## src/rtl/factor_game_ctrl.sv

```systemverilog
// Game sequencer for the factorization game: mode FSM, lives counter and BCD countdown timer.
// Optional build macro TIME_BONUS_EN adds BONUS_SEC seconds to the timer on each correct factor.
module factor_game_ctrl #(
  parameter int TICK_DIV   = 50000000,
  parameter int TIME_LIMIT = 60,
  parameter int HP_INIT    = 3,
  parameter int BONUS_SEC  = 5
) (
  input  logic       CLK,
  input  logic       RST,
  input  logic [6:0] KEY,
  input  logic [1:0] JUDG,
  input  logic       WRONG,
  output logic [2:0] MODE,
  output logic       JUDGE_REQ,
  output logic       INPUT_CLR,
  output logic [1:0] HP_OUT,
  output logic [3:0] COUNT1_OUT,
  output logic [3:0] COUNT2_OUT,
  output logic [3:0] COUNT3_OUT,
  output logic       LEDR
);

  // state   | meaning
  // S_IDLE  | waiting for start key
  // S_READY | waiting for enter-input key
  // S_INPUT | timer running, waiting for submit
  // S_JUDGE | timer frozen, waiting for judge result
  // S_CLEAR | puzzle solved, LEDR lit
  // S_OVER  | out of time or lives
  typedef enum logic [2:0] {
    S_IDLE  = 3'd0,
    S_READY = 3'd1,
    S_INPUT = 3'd2,
    S_JUDGE = 3'd3,
    S_CLEAR = 3'd4,
    S_OVER  = 3'd5
  } state_t;

  localparam int             PW        = $clog2(TICK_DIV);
  localparam logic [PW-1:0]  PRESC_MAX = PW'(TICK_DIV - 1);
  localparam logic [11:0]    TL_BCD    = {4'(TIME_LIMIT / 100), 4'((TIME_LIMIT / 10) % 10),
                                          4'(TIME_LIMIT % 10)};
  localparam logic [1:0]     HP_RST    = 2'(HP_INIT);

  state_t        state;
  logic          armed;
  logic [PW-1:0] presc;
  logic [11:0]   count;
  logic [11:0]   count_dec;
  logic [1:0]    hp;
  logic          req;
  logic          clr;
  logic          ledr_q;
  logic [2:0]    key_s1;
  logic [2:0]    key_s2;
  logic [2:0]    key_prev;
  logic [2:0]    key_edge;
  logic          tick;
  logic          unused_keys;

  assign unused_keys = ^KEY[6:3];
  assign key_edge    = key_s2 & ~key_prev;
  assign tick        = (presc == PRESC_MAX);

  always_comb begin
    count_dec = count;
    if (count[3:0] != 4'd0) begin
      count_dec[3:0] = count[3:0] - 4'd1;
    end else begin
      count_dec[3:0] = 4'd9;
      if (count[7:4] != 4'd0) begin
        count_dec[7:4] = count[7:4] - 4'd1;
      end else begin
        count_dec[7:4]  = 4'd9;
        count_dec[11:8] = count[11:8] - 4'd1;
      end
    end
  end

`ifdef TIME_BONUS_EN
  localparam logic [3:0] BONUS_ONES = 4'(BONUS_SEC % 10);
  localparam logic [3:0] BONUS_TENS = 4'(BONUS_SEC / 10);

  logic [4:0]  sum0, sum1, sum2;
  logic        c0, c1, c2;
  logic [11:0] count_bonus;

  // Digit-serial BCD add; a carry out of the hundreds digit saturates at 999.
  always_comb begin
    sum0 = {1'b0, count[3:0]} + {1'b0, BONUS_ONES};
    c0   = (sum0 > 5'd9);
    if (c0) sum0 = sum0 - 5'd10;
    sum1 = {1'b0, count[7:4]} + {1'b0, BONUS_TENS} + {4'd0, c0};
    c1   = (sum1 > 5'd9);
    if (c1) sum1 = sum1 - 5'd10;
    sum2 = {1'b0, count[11:8]} + {4'd0, c1};
    c2   = (sum2 > 5'd9);
    count_bonus = c2 ? 12'h999 : {sum2[3:0], sum1[3:0], sum0[3:0]};
  end
`else
  localparam int unused_bonus = BONUS_SEC;
`endif

  always_ff @(posedge CLK or posedge RST) begin
    if (RST) begin
      state    <= S_IDLE;
      armed    <= 1'b0;
      presc    <= '0;
      count    <= TL_BCD;
      hp       <= HP_RST;
      req      <= 1'b0;
      clr      <= 1'b0;
      ledr_q   <= 1'b0;
      key_s1   <= '0;
      key_s2   <= '0;
      key_prev <= '0;
    end else begin
      key_s1   <= KEY[2:0];
      key_s2   <= key_s1;
      key_prev <= key_s2;
      req      <= 1'b0;
      clr      <= 1'b0;
      case (state)
        S_IDLE: begin
          if (key_edge[0]) state <= S_READY;
        end
        S_READY: begin
          if (key_edge[1]) begin
            state <= S_INPUT;
            count <= TL_BCD;
            presc <= '0;
            clr   <= 1'b1;
          end
        end
        S_INPUT: begin
          // Expiry beats a simultaneous submit.
          if (count == 12'h000) begin
            state <= S_OVER;
          end else begin
            if (tick) begin
              presc <= '0;
              count <= count_dec;
            end else begin
              presc <= presc + 1'b1;
            end
            if (key_edge[2]) begin
              state <= S_JUDGE;
              armed <= 1'b0;
              req   <= 1'b1;
            end
          end
        end
        S_JUDGE: begin
          // The entry cycle may still carry the previous result, so skip it.
          if (!armed) begin
            armed <= 1'b1;
          end else if (WRONG || JUDG == 2'b11) begin
            if (hp <= 2'd1) begin
              hp    <= 2'd0;
              state <= S_OVER;
            end else begin
              hp    <= hp - 2'd1;
              state <= S_INPUT;
              clr   <= 1'b1;
            end
          end else if (JUDG == 2'b01) begin
            state <= S_INPUT;
            clr   <= 1'b1;
`ifdef TIME_BONUS_EN
            count <= count_bonus;
`endif
          end else if (JUDG == 2'b10) begin
            state  <= S_CLEAR;
            ledr_q <= 1'b1;
          end
        end
        S_CLEAR, S_OVER: begin
          if (key_edge[0]) begin
            state  <= S_IDLE;
            hp     <= HP_RST;
            count  <= TL_BCD;
            presc  <= '0;
            ledr_q <= 1'b0;
          end
        end
        default: state <= S_IDLE;
      endcase
    end
  end

  assign MODE       = state;
  assign JUDGE_REQ  = req;
  assign INPUT_CLR  = clr;
  assign HP_OUT     = hp;
  assign COUNT1_OUT = count[3:0];
  assign COUNT2_OUT = count[7:4];
  assign COUNT3_OUT = count[11:8];
  assign LEDR       = ledr_q;

endmodule

```

## config.mk

```make
export PLATFORM = sky130hd
export DESIGN_NAME = factor_game_ctrl
export DESIGN_NICKNAME = d
export VERILOG_FILES = /design/src/rtl/factor_game_ctrl.sv
export SDC_FILE = /design/constraint.sdc
export NUM_CORES = 1
export LEC_CHECK = 0
export BUFFER_PORTS_ARGS = -buffer_cell sky130_fd_sc_hd__clkbuf_2
export CORE_MARGIN = 2
export CORE_UTILIZATION = 50
export DETAILED_ROUTE_END_ITERATION = 8
export PLACE_DENSITY = 0.74
export SYNTH_ARGS = -nofsm -noshare
export SYNTH_HDL_FRONTEND = slang
export SYNTH_SLANG_ARGS = --single-unit
```

## constraint.sdc

```tcl
create_clock -name CLK -period 2.8 [get_ports CLK]
set_clock_uncertainty 0.15 [all_clocks]
set_input_delay 0.14 -clock CLK [delete_from_list [all_inputs] [get_ports CLK]]
set_output_delay 0.14 -clock CLK [all_outputs]
set_load 0.03 [all_outputs]
```

==> impl_table.tex, run 1 <==
\begin{tabular}{lr}
\hline
Metric & Value \\
\hline
\multicolumn{2}{l}{\textbf{Cells and area}} \\
Final Instance Count excl. Fillers & 428 \\
Most common cell after layout, fill and taps aside & sky130\_fd\_sc\_hd\_\_dfrtp\_1 \\
Commonest non-fill, non-tap cells in the layout & 52 x sky130\_fd\_sc\_hd\_\_dfrtp\_1, 29 x sky130\_fd\_sc\_hd\_\_a31oi\_1, 28 x sky130\_fd\_sc\_hd\_\_nand2\_1, 27 x sky130\_fd\_sc\_hd\_\_clkbuf\_2, 21 x sky130\_fd\_sc\_hd\_\_o21ai\_0 \\
Number of nets in the layout & 368 \\
Fin util & 57.38\% \\
Share of cells above drive strength 1 & 19.26\% \\
Syn-to-layout area delta & 11.45\% \\
Antenna diode instance count & 0 \\
\multicolumn{2}{l}{\textbf{Placed design}} \\
Number of port buffers & 27 \\
Post-placement cell count & 416 \\
Post-Place Worst Slack & 0.3125 ns \\
GP Congestion & 0.8751 \\
Post-detailed-placement half-perimeter wirelength & 4745 microns \\
\multicolumn{2}{l}{\textbf{Logic synthesis}} \\
Mean instance size in the synthesized netlist & 9.615 sq um \\
Number of synthesized flops with an enable pin & 0 \\
Synthesized instance count & 317 \\
Total nets after synthesis & 333 \\
Fraction of the yosys area taken by sequential cells & 46.14\% \\
Flip-flop cell with the highest count after synthesis & sky130\_fd\_sc\_hd\_\_dfrtp\_1 \\
Count of cell types in the netlist & 60 \\
Yosys reg bits & 56 \\
Netlist area before placement & 3048 sq um \\
Synth area leaders & sky130\_fd\_sc\_hd\_\_dfrtp\_1 43\%, sky130\_fd\_sc\_hd\_\_a31oi\_1 6.0\%, sky130\_fd\_sc\_hd\_\_dfstp\_2 3.4\% \\
Synth area leader & sky130\_fd\_sc\_hd\_\_dfrtp\_1 \\
Portion of synthesized cell area occupied by the leading cell type & 42.69\% \\
Count of synthesis-stage warnings from yosys & 0 \\
Async set or reset register ratio after synthesis & 100.0\% \\
\multicolumn{2}{l}{\textbf{Global routing}} \\
Pin count of the biggest net entering global routing & 23 \\
Number of antenna violations at the first check in global routing & 0 \\
Global-route wire length before repair & 11520 microns \\
GR Util All Layers & 21.87\% \\
Number of global-route vias before repair & 2518 \\
Global route total overflow & 0 \\
\multicolumn{2}{l}{\textbf{Timing}} \\
Max Clk Rate & 395.4 MHz \\
Setup repair after global routing missed its margin & no \\
Setup TNS Final & 0 ns \\
Min setup slack post-route & 0.2707 ns \\
Worst slew slack as a fraction of its limit & 54.82\% \\
Min Clock Period, post-route & 2.529 ns \\
Worst hold slack after final layout & 0.09259 ns \\
Slew at the pin with the worst max-slew slack & 0.6720 ns \\
Count of final max-slew check failures & 0 \\
Total setup violations reported at the end of the flow & 0 \\
Post-route clock period utilization & 90.33\% \\
Total count of hold-check failures in the final report & 0 \\
\multicolumn{2}{l}{\textbf{Power}} \\
Power density over the cells & 858.7 nW/um\^{}2 \\
Worst ir drop on vdd & 0.0004559 V \\
Design internal power & 1.602 mW \\
Clk network pwr share & 15.0\% \\
Seq pwr share & 37.8\% \\
Share of total power in combinational logic & 47.2\% \\
Sw power & 1.315 mW \\
Leak pwr & 1.404 nW \\
Switching Fraction & 45.09\% \\
\multicolumn{2}{l}{\textbf{Run status}} \\
Outcome & completed \\
\multicolumn{2}{l}{\textbf{Floorplan}} \\
Overall die height & 82.08 microns \\
Placement Rows & 28 \\
Core area & 5921 sq um \\
Die area & 6736 sq um \\
Starting density of the core & 51.48\% \\
I/O pin count & 32 \\
Floorplan die width & 82.08 microns \\
\multicolumn{2}{l}{\textbf{Routing}} \\
Routed wire per std cell & 15.95 microns \\
1st-pass router iterations & 4 \\
First DRT Iteration DRCs & 91 \\
Detailed-route wire length & 6826 microns \\
Vias per Instance & 6.129 \\
Overall via count from detail\_route & 2623 \\
DRC & 0 \\
Number of nets with antenna violations after routing & 0 \\
\multicolumn{2}{l}{\textbf{Min path}} \\
Worst hold path cell count & 4 \\
Class of the most critical hold timing path & in2reg \\
\multicolumn{2}{l}{\textbf{Setup path}} \\
Largest fanout of any net on the critical path & 14 \\
Worst setup EP type & register \\
WP data required & 2.86 ns \\
Startpoint class of the critical path & register \\
Type of the setup path with the least slack & reg2reg \\
Count of cells along the worst register-to-register path & 8 \\
Arr. time, crit path & 2.59 ns \\
\multicolumn{2}{l}{\textbf{Clock tree}} \\
Root Buffer Master & sky130\_fd\_sc\_hd\_\_clkbuf\_8 \\
Number of buffers created by CTS & 5 \\
Buffer depth of the longest clock path & 2 \\
Worst skew pair latency & 0.31 ns \\
CTS H-tree lvls & 2 \\
Count of clock tree sinks & 56 \\
Count of hold-fix buffers inserted at cts & 4 \\
CTS tree & done \\
\# Post-CTS Setup Buffers & 0 \\
Post-CTS resize count & 0 \\
Clock transition at path regs & 0.10 ns \\
\multicolumn{2}{l}{\textbf{Job}} \\
Count of maximum capacitance violations & 0 \\
\hline
\end{tabular}
[power groups by stage]
stage	sequential, mW	combinational, mW	clock (mW)
floorplan	1.25	0.880	0
global placement	1.11	1.34	0
detailed placement	1.12	1.36	0
CTS	1.10	1.38	0.450
global route	1.13	1.53	0.484
finish	1.10	1.38	0.438
[Yosys cell counts (all sizes together) (6+ instances only)]
cell and instances:
nand2 30, nor3 6, nor4 6, o31ai 12
a21oi 10, nand3 12, nor2 19, nand4 10
o21ai 23, a31oi 30, buf 12, nand2b 12
dfrtp 52, inv 13
[sequential cells by signal (all words and copies together), names as in the netlist]
signal     cells
presc         26
count         12
MODE           3
key_prev       3
key_s1         3
key_s2         3
HP_OUT         2
INPUT_CLR      1
JUDGE_REQ      1
LEDR           1
armed          1
[path summary, 6_finish.rpt]
path / endpoint / from / slack, ns
hold / removal: LEDR$_DFFE_PP0P_ / JUDG[0] / 0.09
setup / recovery: count[3]$_DFFE_PP0P_ / count[8]$_DFFE_PP0P_ / 0.27
hold reg to reg: key_s2[2]$_DFF_PP0_ / key_s1[2]$_DFF_PP0_ / 0.21
max in group asynchronous: HP_OUT[0]$_DFFE_PP1P_ / RST / 1.65
setup reg to reg: count[3]$_DFFE_PP0P_ / count[8]$_DFFE_PP0P_ / 0.27
min in group asynchronous: key_s1[2]$_DFF_PP0_ / RST / 0.20
[stage by stage]
stage | area [sq um] | total power [mW]
floorplan | 3048 | 2.128
global placement | 3272 | 2.448
detailed placement | 3272 | 2.482
CTS | 3397 | 2.932
global route | 3397 | 3.139
finish | 3397 | 2.917
[worst max-delay path, stage by stage (launching register included)]
cell                      delay [ns]
sky130_fd_sc_hd__dfrtp_1        0.44
sky130_fd_sc_hd__inv_1          0.07
sky130_fd_sc_hd__ha_1           0.18
sky130_fd_sc_hd__nor3b_1        0.50
sky130_fd_sc_hd__nand4_1        0.27
sky130_fd_sc_hd__nand2_1        0.32
sky130_fd_sc_hd__buf_4          0.28
sky130_fd_sc_hd__o31ai_2        0.10
sky130_fd_sc_hd__o21a_1         0.12
[layer usage]
metal / GRT usage (%) / routed length (microns) / vias up
li1: - / - / 1264
met2: 36.59 / 3327 / 53
met4: 8.667 / 88 / 0
met1: 28.21 / 3170 / 1297
met5: 0 / 0 / -
met3: 3.516 / 240 / 9
[area by class of cell]
class	instances	area, sq um
clock buffer	7	76.32
clock inverter	1	8.758
fill	525	2524
inverter	13	48.80
multi-input combinational	233	1498
sequential	56	1406
tap	75	93.84
timing repair buffer	43	265.3
[logic make-up (layout without fill, tap and decap cells)]
family	count (synthesis)	after routing	synth area share [%]
AOI/OAI and AO/OA	101	101	22.99
DFF	56	56	46.14
muxes	3	3	1.067
adders and majority gates	4	4	1.642
and+or+nand+nor	125	125	23.44
buffers and inverters	28	64	4.721
(Power assumes the default switching activity.)
==> run 2: changes to the inputs <==
Settings changed: PLACE_DENSITY 0.74 to 0.73.
==> run 2 against run 1 <==
Worst hold slack got worse by 0.020 ns. Cell area rose by 0.48%. Clock power rose by 4.6%. Sequential power barely moved. Critical path type unchanged. Wire length fell by 3.5%. Register-to-register slack barely moved. Worst setup slack improved by 0.0012 ns.
==> impl_table.tex, run 2 (same netlist as run 1, synthesis figures left out) <==
\begin{tabular}{lr}
\hline
Metric & Value \\
\hline
\multicolumn{2}{l}{\textbf{Run status}} \\
Outcome & completed (unchanged) \\
\multicolumn{2}{l}{\textbf{Cells and area}} \\
Commonest non-fill, non-tap cells in the layout & 52 x sky130\_fd\_sc\_hd\_\_dfrtp\_1, 29 x sky130\_fd\_sc\_hd\_\_a31oi\_1, 28 x sky130\_fd\_sc\_hd\_\_nand2\_1, 27 x sky130\_fd\_sc\_hd\_\_clkbuf\_2, 21 x sky130\_fd\_sc\_hd\_\_o21ai\_0 (unchanged) \\
Most common cell after layout, fill and taps aside & sky130\_fd\_sc\_hd\_\_dfrtp\_1 (unchanged) \\
Number of flip-flops under the largest register name & 26 (unchanged) \\
Fin util & 57.65\% (was 57.38\%) \\
Largest registers & presc: 26 flops, count: 12 flops (unchanged) \\
Number of nets in the layout & 369 (was 368) \\
Antenna diode instance count & 0 (unchanged) \\
Syn-to-layout area delta & 11.99\% (was 11.45\%) \\
Most flops, register & presc (unchanged) \\
Share of cells above drive strength 1 & 19.77\% (was 19.26\%) \\
Cell area after layout & 3413 sq um (was 3397 sq um) \\
\multicolumn{2}{l}{\textbf{Job}} \\
Count of maximum capacitance violations & 0 (unchanged) \\
\multicolumn{2}{l}{\textbf{Routing}} \\
Overall via count from detail\_route & 2599 (was 2623) \\
Number of nets with antenna violations after routing & 0 (unchanged) \\
Routed wire per std cell & 15.35 microns (was 15.95 microns) \\
DRC & 0 (unchanged) \\
Detailed-route wire length & 6585 microns (was 6826 microns) \\
Vias per Instance & 6.058 (was 6.129) \\
First DRT Iteration DRCs & 176 (was 91) \\
1st-pass router iterations & 4 (unchanged) \\
\multicolumn{2}{l}{\textbf{Placed design}} \\
Total cell area at the placement stage & 3279 sq um (was 3272 sq um) \\
Post-Place Worst Slack & 0.3196 ns (was 0.3125 ns) \\
Post-detailed-placement half-perimeter wirelength & 4506 microns (was 4745 microns) \\
Number of port buffers & 27 (unchanged) \\
GP Congestion & 0.8528 (was 0.8751) \\
\multicolumn{2}{l}{\textbf{Global routing}} \\
Global-route wire length before repair & 10880 microns (was 11520 microns) \\
Met1 GRT Util & 28.05\% (was 28.21\%) \\
Global routing usage on met2 & 34.63\% (was 36.59\%) \\
Pin count of the biggest net entering global routing & 57 (was 23) \\
GR Util All Layers & 20.68\% (was 21.87\%) \\
Global route total overflow & 0 (unchanged) \\
Most heavily used metal layer in global routing & met2 (unchanged) \\
Number of antenna violations at the first check in global routing & 0 (unchanged) \\
Number of global-route vias before repair & 2331 (was 2518) \\
Routing usage on met3 & 2.637\% (was 3.516\%) \\
\multicolumn{2}{l}{\textbf{Clock tree}} \\
Worst skew pair latency & 0.31 ns (about the same) \\
Post-CTS resize count & 0 (unchanged) \\
Number of buffers created by CTS & 5 (unchanged) \\
Clock transition at path regs & 0.10 ns (about the same) \\
CTS tree & done (unchanged) \\
Buffer depth of the longest clock path & 2 (unchanged) \\
Count of clock tree sinks & 56 (unchanged) \\
Count of hold-fix buffers inserted at cts & 4 (unchanged) \\
CTS H-tree lvls & 2 (unchanged) \\
Root Buffer Master & sky130\_fd\_sc\_hd\_\_clkbuf\_8 (unchanged) \\
\# Post-CTS Setup Buffers & 0 (unchanged) \\
\multicolumn{2}{l}{\textbf{Timing}} \\
Max Clk Rate & 395.5 MHz (was 395.4 MHz) \\
Slew at the pin with the worst max-slew slack & 0.6968 ns (was 0.6720 ns) \\
Worst slew slack as a fraction of its limit & 53.55\% (was 54.82\%) \\
Setup TNS Final & 0 ns (unchanged) \\
Setup repair after global routing missed its margin & no (unchanged) \\
Count of final max-slew check failures & 0 (unchanged) \\
Total setup violations reported at the end of the flow & 0 (unchanged) \\
Post-route clock period utilization & 90.29\% (was 90.33\%) \\
Min setup slack post-route & 0.2718 ns (was 0.2707 ns) \\
Min Clock Period, post-route & 2.528 ns (was 2.529 ns) \\
Worst hold slack after final layout & 0.07236 ns (was 0.09259 ns) \\
Total count of hold-check failures in the final report & 0 (unchanged) \\
\multicolumn{2}{l}{\textbf{Min path}} \\
Class of the most critical hold timing path & in2reg (unchanged) \\
\multicolumn{2}{l}{\textbf{Power}} \\
Power density over the cells & 860.3 nW/um\^{}2 (was 858.7 nW/um\^{}2) \\
Worst ir drop on vdd & 0.0004740 V (was 0.0004559 V) \\
Leak pwr & 1.411 nW (was 1.404 nW) \\
\multicolumn{2}{l}{\textbf{Floorplan}} \\
Core area & 5921 sq um (unchanged) \\
Placement Rows & 28 (unchanged) \\
Overall die height & 82.08 microns (unchanged) \\
Starting density of the core & 51.48\% (unchanged) \\
I/O pin count & 32 (unchanged) \\
Die area & 6736 sq um (unchanged) \\
Floorplan die width & 82.08 microns (unchanged) \\
\multicolumn{2}{l}{\textbf{Setup path}} \\
Cell with the most instances on the worst path & sky130\_fd\_sc\_hd\_\_buf\_4 \\
Startpoint class of the critical path & register (unchanged) \\
CP max-delay cell & sky130\_fd\_sc\_hd\_\_a21oi\_2 (was sky130\_fd\_sc\_hd\_\_nor3b\_1) \\
Worst setup EP type & register (unchanged) \\
Largest incremental delay on the critical path & 0.49 ns (was 0.50 ns) \\
Arr. time, crit path & 2.60 ns (was 2.59 ns) \\
WP data required & 2.87 ns (was 2.86 ns) \\
Type of the setup path with the least slack & reg2reg (unchanged) \\
Largest fanout of any net on the critical path & 22 (was 14) \\
Cell chain of the critical path & ha\_1 -> nand3\_1 -> nor4\_2 -> buf\_4 -> a21oi\_2 -> buf\_4 -> or2b\_1 -> a31oi\_1 (was inv\_1 -> ha\_1 -> nor3b\_1 -> nand4\_1 -> nand2\_1 -> buf\_4 -> o31ai\_2 -> o21a\_1) \\
\hline
\end{tabular}
[run 2: where the power goes]
part | internal (mW) | total [mW] | switching [mW]
logic | 0.480 | 1.39 | 0.906
registers | 0.948 | 1.09 | 0.144
clock network | 0.202 | 0.458 | 0.256
[run 2: path summary, 6_finish.rpt]
check / end / from / cells past startpoint / slack, ns
setup / recovery: presc[24]$_DFFE_PP0P_ / presc[0]$_DFFE_PP0P_ / 8 / 0.27
hold / removal: LEDR$_DFFE_PP0P_ / JUDG[0] / 4 / 0.07
setup reg to reg: presc[24]$_DFFE_PP0P_ / presc[0]$_DFFE_PP0P_ / 8 / 0.27
hold reg to reg: key_s2[2]$_DFF_PP0_ / key_s1[2]$_DFF_PP0_ / 0 / 0.21
max in group asynchronous: presc[24]$_DFFE_PP0P_ / RST / 4 / 1.63
min in group asynchronous: LEDR$_DFFE_PP0P_ / RST / 4 / 0.42
[run 2: critical path, delay by kind of cell (launching register included)]
family,cells,cell delay [ns]
AOI/OAI and AO/OA,2,0.65
buffers and inverters,2,0.53
and+or+nand+nor,3,0.45
DFF,1,0.42
adders and majority gates,1,0.23
[run 2: layer usage]
| layer | up-vias | wire length (microns) |
|---|---|---|
| li1 | 1273 | - |
| met4 | 0 | 51 |
| met2 | 63 | 3179 |
| met5 | - | 0 |
| met1 | 1259 | 3069 |
| met3 | 4 | 284 |
[run 2: layout make-up]
type / count / area, sq um
Sequential cell: 56 / 1406
Clock buffer: 7 / 86.33
Inverter: 13 / 48.80
Timing Repair Buffer: 44 / 272.8
Tap cell: 75 / 93.84
Fill cell: 518 / 2507
Multi-Input combinational cell: 233 / 1498
Clock inverter: 1 / 7.507
[run 2: stage by stage]
stage / instances / power, mW
after detailed placement: 417 / 2.481
after global routing: 429 / 3.142
after global placement: 417 / 2.451
after floorplan: 317 / 2.128
final: 429 / 2.936
after CTS: 429 / 2.949
==> run 3: changes to the inputs <==
--- a/config.mk
+++ b/config.mk
@@ -10,4 +10,5 @@
 export CORE_UTILIZATION = 50
 export DETAILED_ROUTE_END_ITERATION = 8
+export GPL_ROUTABILITY_DRIVEN = 0
 export PLACE_DENSITY = 0.73
 export SYNTH_ARGS = -nofsm -noshare
==> constraint.sdc (replaced) <==
create_clock -name CLK -period 2.8 [get_ports CLK]
set_clock_uncertainty 0.15 [all_clocks]
set_input_delay 0.7 -clock CLK [delete_from_list [all_inputs] [get_ports CLK]]
set_output_delay 0.7 -clock CLK [all_outputs]
set_load 0.03 [all_outputs]
==> run 3 against run 2 <==
Critical path depth unchanged. Wire length increased by 4.3%. First-iteration DRC count decreased by 30%. Clock power increased by 1%. Register-to-register slack improved by 0.05 ns. Worst setup slack improved by 0.050 ns. Worst hold slack improved by 0.14 ns. Largest power group unchanged.
==> impl_table.tex, run 3 (same netlist as run 1, synthesis figures left out) <==
\begin{tabular}{lr}
\hline
Metric & Value \\
\hline
\multicolumn{2}{l}{\textbf{Run status}} \\
Outcome & completed (unchanged) \\
\multicolumn{2}{l}{\textbf{Clock tree}} \\
CTS tree & done (unchanged) \\
Post-CTS resize count & 0 (unchanged) \\
Count of hold-fix buffers inserted at cts & 0 (was 4) \\
Root Buffer Master & sky130\_fd\_sc\_hd\_\_clkbuf\_8 (unchanged) \\
Worst skew pair latency & 0.31 ns (about the same) \\
Buffer depth of the longest clock path & 2 (unchanged) \\
Clock transition at path regs & 0.10 ns (about the same) \\
Number of buffers created by CTS & 5 (unchanged) \\
\# Post-CTS Setup Buffers & 0 (unchanged) \\
Count of clock tree sinks & 56 (unchanged) \\
CTS H-tree lvls & 2 (unchanged) \\
\multicolumn{2}{l}{\textbf{Routing}} \\
Routed wire per std cell & 16.15 microns (was 15.35 microns) \\
1st-pass router iterations & 4 (unchanged) \\
DRC & 0 (unchanged) \\
Number of nets with antenna violations after routing & 0 (unchanged) \\
First DRT Iteration DRCs & 124 (was 176) \\
Detailed-route wire length & 6865 microns (was 6585 microns) \\
Vias per Instance & 6.205 (was 6.058) \\
Overall via count from detail\_route & 2637 (was 2599) \\
\multicolumn{2}{l}{\textbf{Placed design}} \\
Post-Place Worst Slack & 0.3123 ns (was 0.3196 ns) \\
Post-placement cell count & 417 (unchanged) \\
Number of port buffers & 27 (unchanged) \\
Post-detailed-placement half-perimeter wirelength & 4863 microns (was 4506 microns) \\
Total cell area at the placement stage & 3292 sq um (was 3279 sq um) \\
\multicolumn{2}{l}{\textbf{Global routing}} \\
Global route total overflow & 0 (unchanged) \\
Number of antenna violations at the first check in global routing & 0 (unchanged) \\
GR Util All Layers & 21.75\% (was 20.68\%) \\
Number of global-route vias before repair & 2468 (was 2331) \\
Pin count of the biggest net entering global routing & 36 (was 57) \\
Global-route wire length before repair & 11380 microns (was 10880 microns) \\
\multicolumn{2}{l}{\textbf{Floorplan}} \\
Core area & 5921 sq um (unchanged) \\
I/O pin count & 32 (unchanged) \\
Placement Rows & 28 (unchanged) \\
Starting density of the core & 51.48\% (unchanged) \\
Die area & 6736 sq um (unchanged) \\
Floorplan die width & 82.08 microns (unchanged) \\
Overall die height & 82.08 microns (unchanged) \\
\multicolumn{2}{l}{\textbf{Setup path}} \\
Largest incremental delay on the critical path & 0.49 ns (about the same) \\
Startpoint of the most critical setup path & count[8]\$\_DFFE\_PP0P\_ (was presc[0]\$\_DFFE\_PP0P\_) \\
Count of cells along the worst register-to-register path & 8 (unchanged) \\
End of the critical path & count[3]\$\_DFFE\_PP0P\_ (was presc[24]\$\_DFFE\_PP0P\_) \\
WP data required & 2.86 ns (was 2.87 ns) \\
Arr. time, crit path & 2.54 ns (was 2.60 ns) \\
Startpoint class of the critical path & register (unchanged) \\
CP max-delay cell & sky130\_fd\_sc\_hd\_\_nor3b\_1 (was sky130\_fd\_sc\_hd\_\_a21oi\_2) \\
FF-to-FF Start & count[8]\$\_DFFE\_PP0P\_ (was presc[0]\$\_DFFE\_PP0P\_) \\
Worst setup EP type & register (unchanged) \\
Largest fanout of any net on the critical path & 11 (was 22) \\
Capturing point of the worst reg2reg path & count[3]\$\_DFFE\_PP0P\_ (was presc[24]\$\_DFFE\_PP0P\_) \\
Type of the setup path with the least slack & reg2reg (unchanged) \\
Flop-to-flop setup slack & 0.32 ns (was 0.27 ns) \\
Cell chain of the critical path & inv\_1 -> ha\_1 -> nor3b\_1 -> nand4\_1 -> nand2\_1 -> buf\_4 -> o31ai\_2 -> o21a\_1 (was ha\_1 -> nand3\_1 -> nor4\_2 -> buf\_4 -> a21oi\_2 -> buf\_4 -> or2b\_1 -> a31oi\_1) \\
\multicolumn{2}{l}{\textbf{Cells and area}} \\
Most flops, register & presc (unchanged) \\
Share of cells above drive strength 1 & 20.00\% (was 19.77\%) \\
Number of nets in the layout & 365 (was 369) \\
Final Instance Count excl. Fillers & 425 (was 429) \\
Fill cell instance count of the final layout & 518 (unchanged) \\
Largest registers & presc: 26 flops, count: 12 flops (unchanged) \\
Syn-to-layout area delta & 11.12\% (was 11.99\%) \\
Cell area after layout & 3387 sq um (was 3413 sq um) \\
Most common cell after layout, fill and taps aside & sky130\_fd\_sc\_hd\_\_dfrtp\_1 (unchanged) \\
Antenna diode instance count & 0 (unchanged) \\
Commonest non-fill, non-tap cells in the layout & 52 x sky130\_fd\_sc\_hd\_\_dfrtp\_1, 29 x sky130\_fd\_sc\_hd\_\_a31oi\_1, 28 x sky130\_fd\_sc\_hd\_\_nand2\_1, 27 x sky130\_fd\_sc\_hd\_\_clkbuf\_2, 21 x sky130\_fd\_sc\_hd\_\_o21ai\_0 (unchanged) \\
Number of flip-flops under the largest register name & 26 (unchanged) \\
\multicolumn{2}{l}{\textbf{Timing}} \\
Max Clk Rate & 403.5 MHz (was 395.5 MHz) \\
Total setup violations reported at the end of the flow & 0 (unchanged) \\
Count of final max-slew check failures & 0 (unchanged) \\
Worst hold slack after final layout & 0.2075 ns (was 0.07236 ns) \\
Setup TNS Final & 0 ns (unchanged) \\
Slew at the pin with the worst max-slew slack & 0.6704 ns (was 0.6968 ns) \\
Total count of hold-check failures in the final report & 0 (unchanged) \\
Setup repair after global routing missed its margin & no (unchanged) \\
Min setup slack post-route & 0.3218 ns (was 0.2718 ns) \\
Min Clock Period, post-route & 2.478 ns (was 2.528 ns) \\
Worst slew slack as a fraction of its limit & 54.94\% (was 53.55\%) \\
Post-route clock period utilization & 88.51\% (was 90.29\%) \\
\multicolumn{2}{l}{\textbf{Power}} \\
Worst ir drop on vdd & 0.0003985 V (was 0.0004740 V) \\
Power density over the cells & 878.5 nW/um\^{}2 (was 860.3 nW/um\^{}2) \\
Leak pwr & 1.403 nW (was 1.411 nW) \\
\multicolumn{2}{l}{\textbf{Job}} \\
Count of maximum capacitance violations & 0 (unchanged) \\
\multicolumn{2}{l}{\textbf{Min path}} \\
Class of the most critical hold timing path & reg2reg (was in2reg) \\
\hline
\end{tabular}
run 3: changes by cell type in the layout (fill, tap and decap cells not counted), sizes merged:
cell,change
clkinv,+1
clkinvlp,-1
dlygate4sd3,-4
run 3: worst min path at each step:
stage,start,to,slack (ns),cells after the start
2_1_floorplan,key_s1[0]$_DFF_PP0_,key_s2[0]$_DFF_PP0_,0.18,0
3_3_place_gp,key_s1[0]$_DFF_PP0_,key_s2[0]$_DFF_PP0_,0.18,0
3_5_place_dp,key_s1[1]$_DFF_PP0_,key_s2[1]$_DFF_PP0_,0.18,0
4_1_cts,key_s1[1]$_DFF_PP0_,key_s2[1]$_DFF_PP0_,0.21,0
5_1_grt,key_s1[1]$_DFF_PP0_,key_s2[1]$_DFF_PP0_,0.21,0
6_report,key_s1[1]$_DFF_PP0_,key_s2[1]$_DFF_PP0_,0.21,0
run 3: through the flow:
| stage | utilization (%) | total power, mW |
|---|---|---|
| detailed placement | 55.60 | 2.529 |
| global route | 57.21 | 3.184 |
| floorplan | - | 2.128 |
| finish | 57.21 | 2.975 |
| global placement | 55.60 | 2.486 |
| CTS | 57.21 | 2.996 |
run 3: cell type report:
| class | instances | area (sq um) | area share [%] |
|---|---|---|---|
| clock buffers | 7 | 86.33 | 2.549 |
| clock inverters | 1 | 8.758 | 0.2586 |
| inverters | 13 | 48.80 | 1.441 |
| multi-input cells | 233 | 1498 | 44.22 |
| flip-flops and latches | 56 | 1406 | 41.52 |
| well taps | 75 | 93.84 | 2.771 |
| repair buffers | 40 | 245.2 | 7.240 |
run 3: routing by layer:
layer	wire length, microns	vias to the layer above	GRT usage, %
li1	-	1259	-
met1	3045	1303	27.32
met2	3472	71	36.75
met3	272	4	4.066
met4	74	0	8.833
met5	0	-	0
run 3: critical path: cells and delay by family, from the launching register on:
family                     cells  cell delay, ns
and+or+nand+nor                3            1.09
adders and majority gates      1            0.18
AOI/OAI and AO/OA              2            0.19
DFF                            1            0.43
buffers and inverters          2            0.33
run 3: power breakdown:
part	internal, mW	switching, mW	total (mW)
Clock	0.203	0.261	0.464
Combinational	0.500	0.918	1.42
Sequential	0.948	0.146	1.09
Total	1.65	1.32	2.98
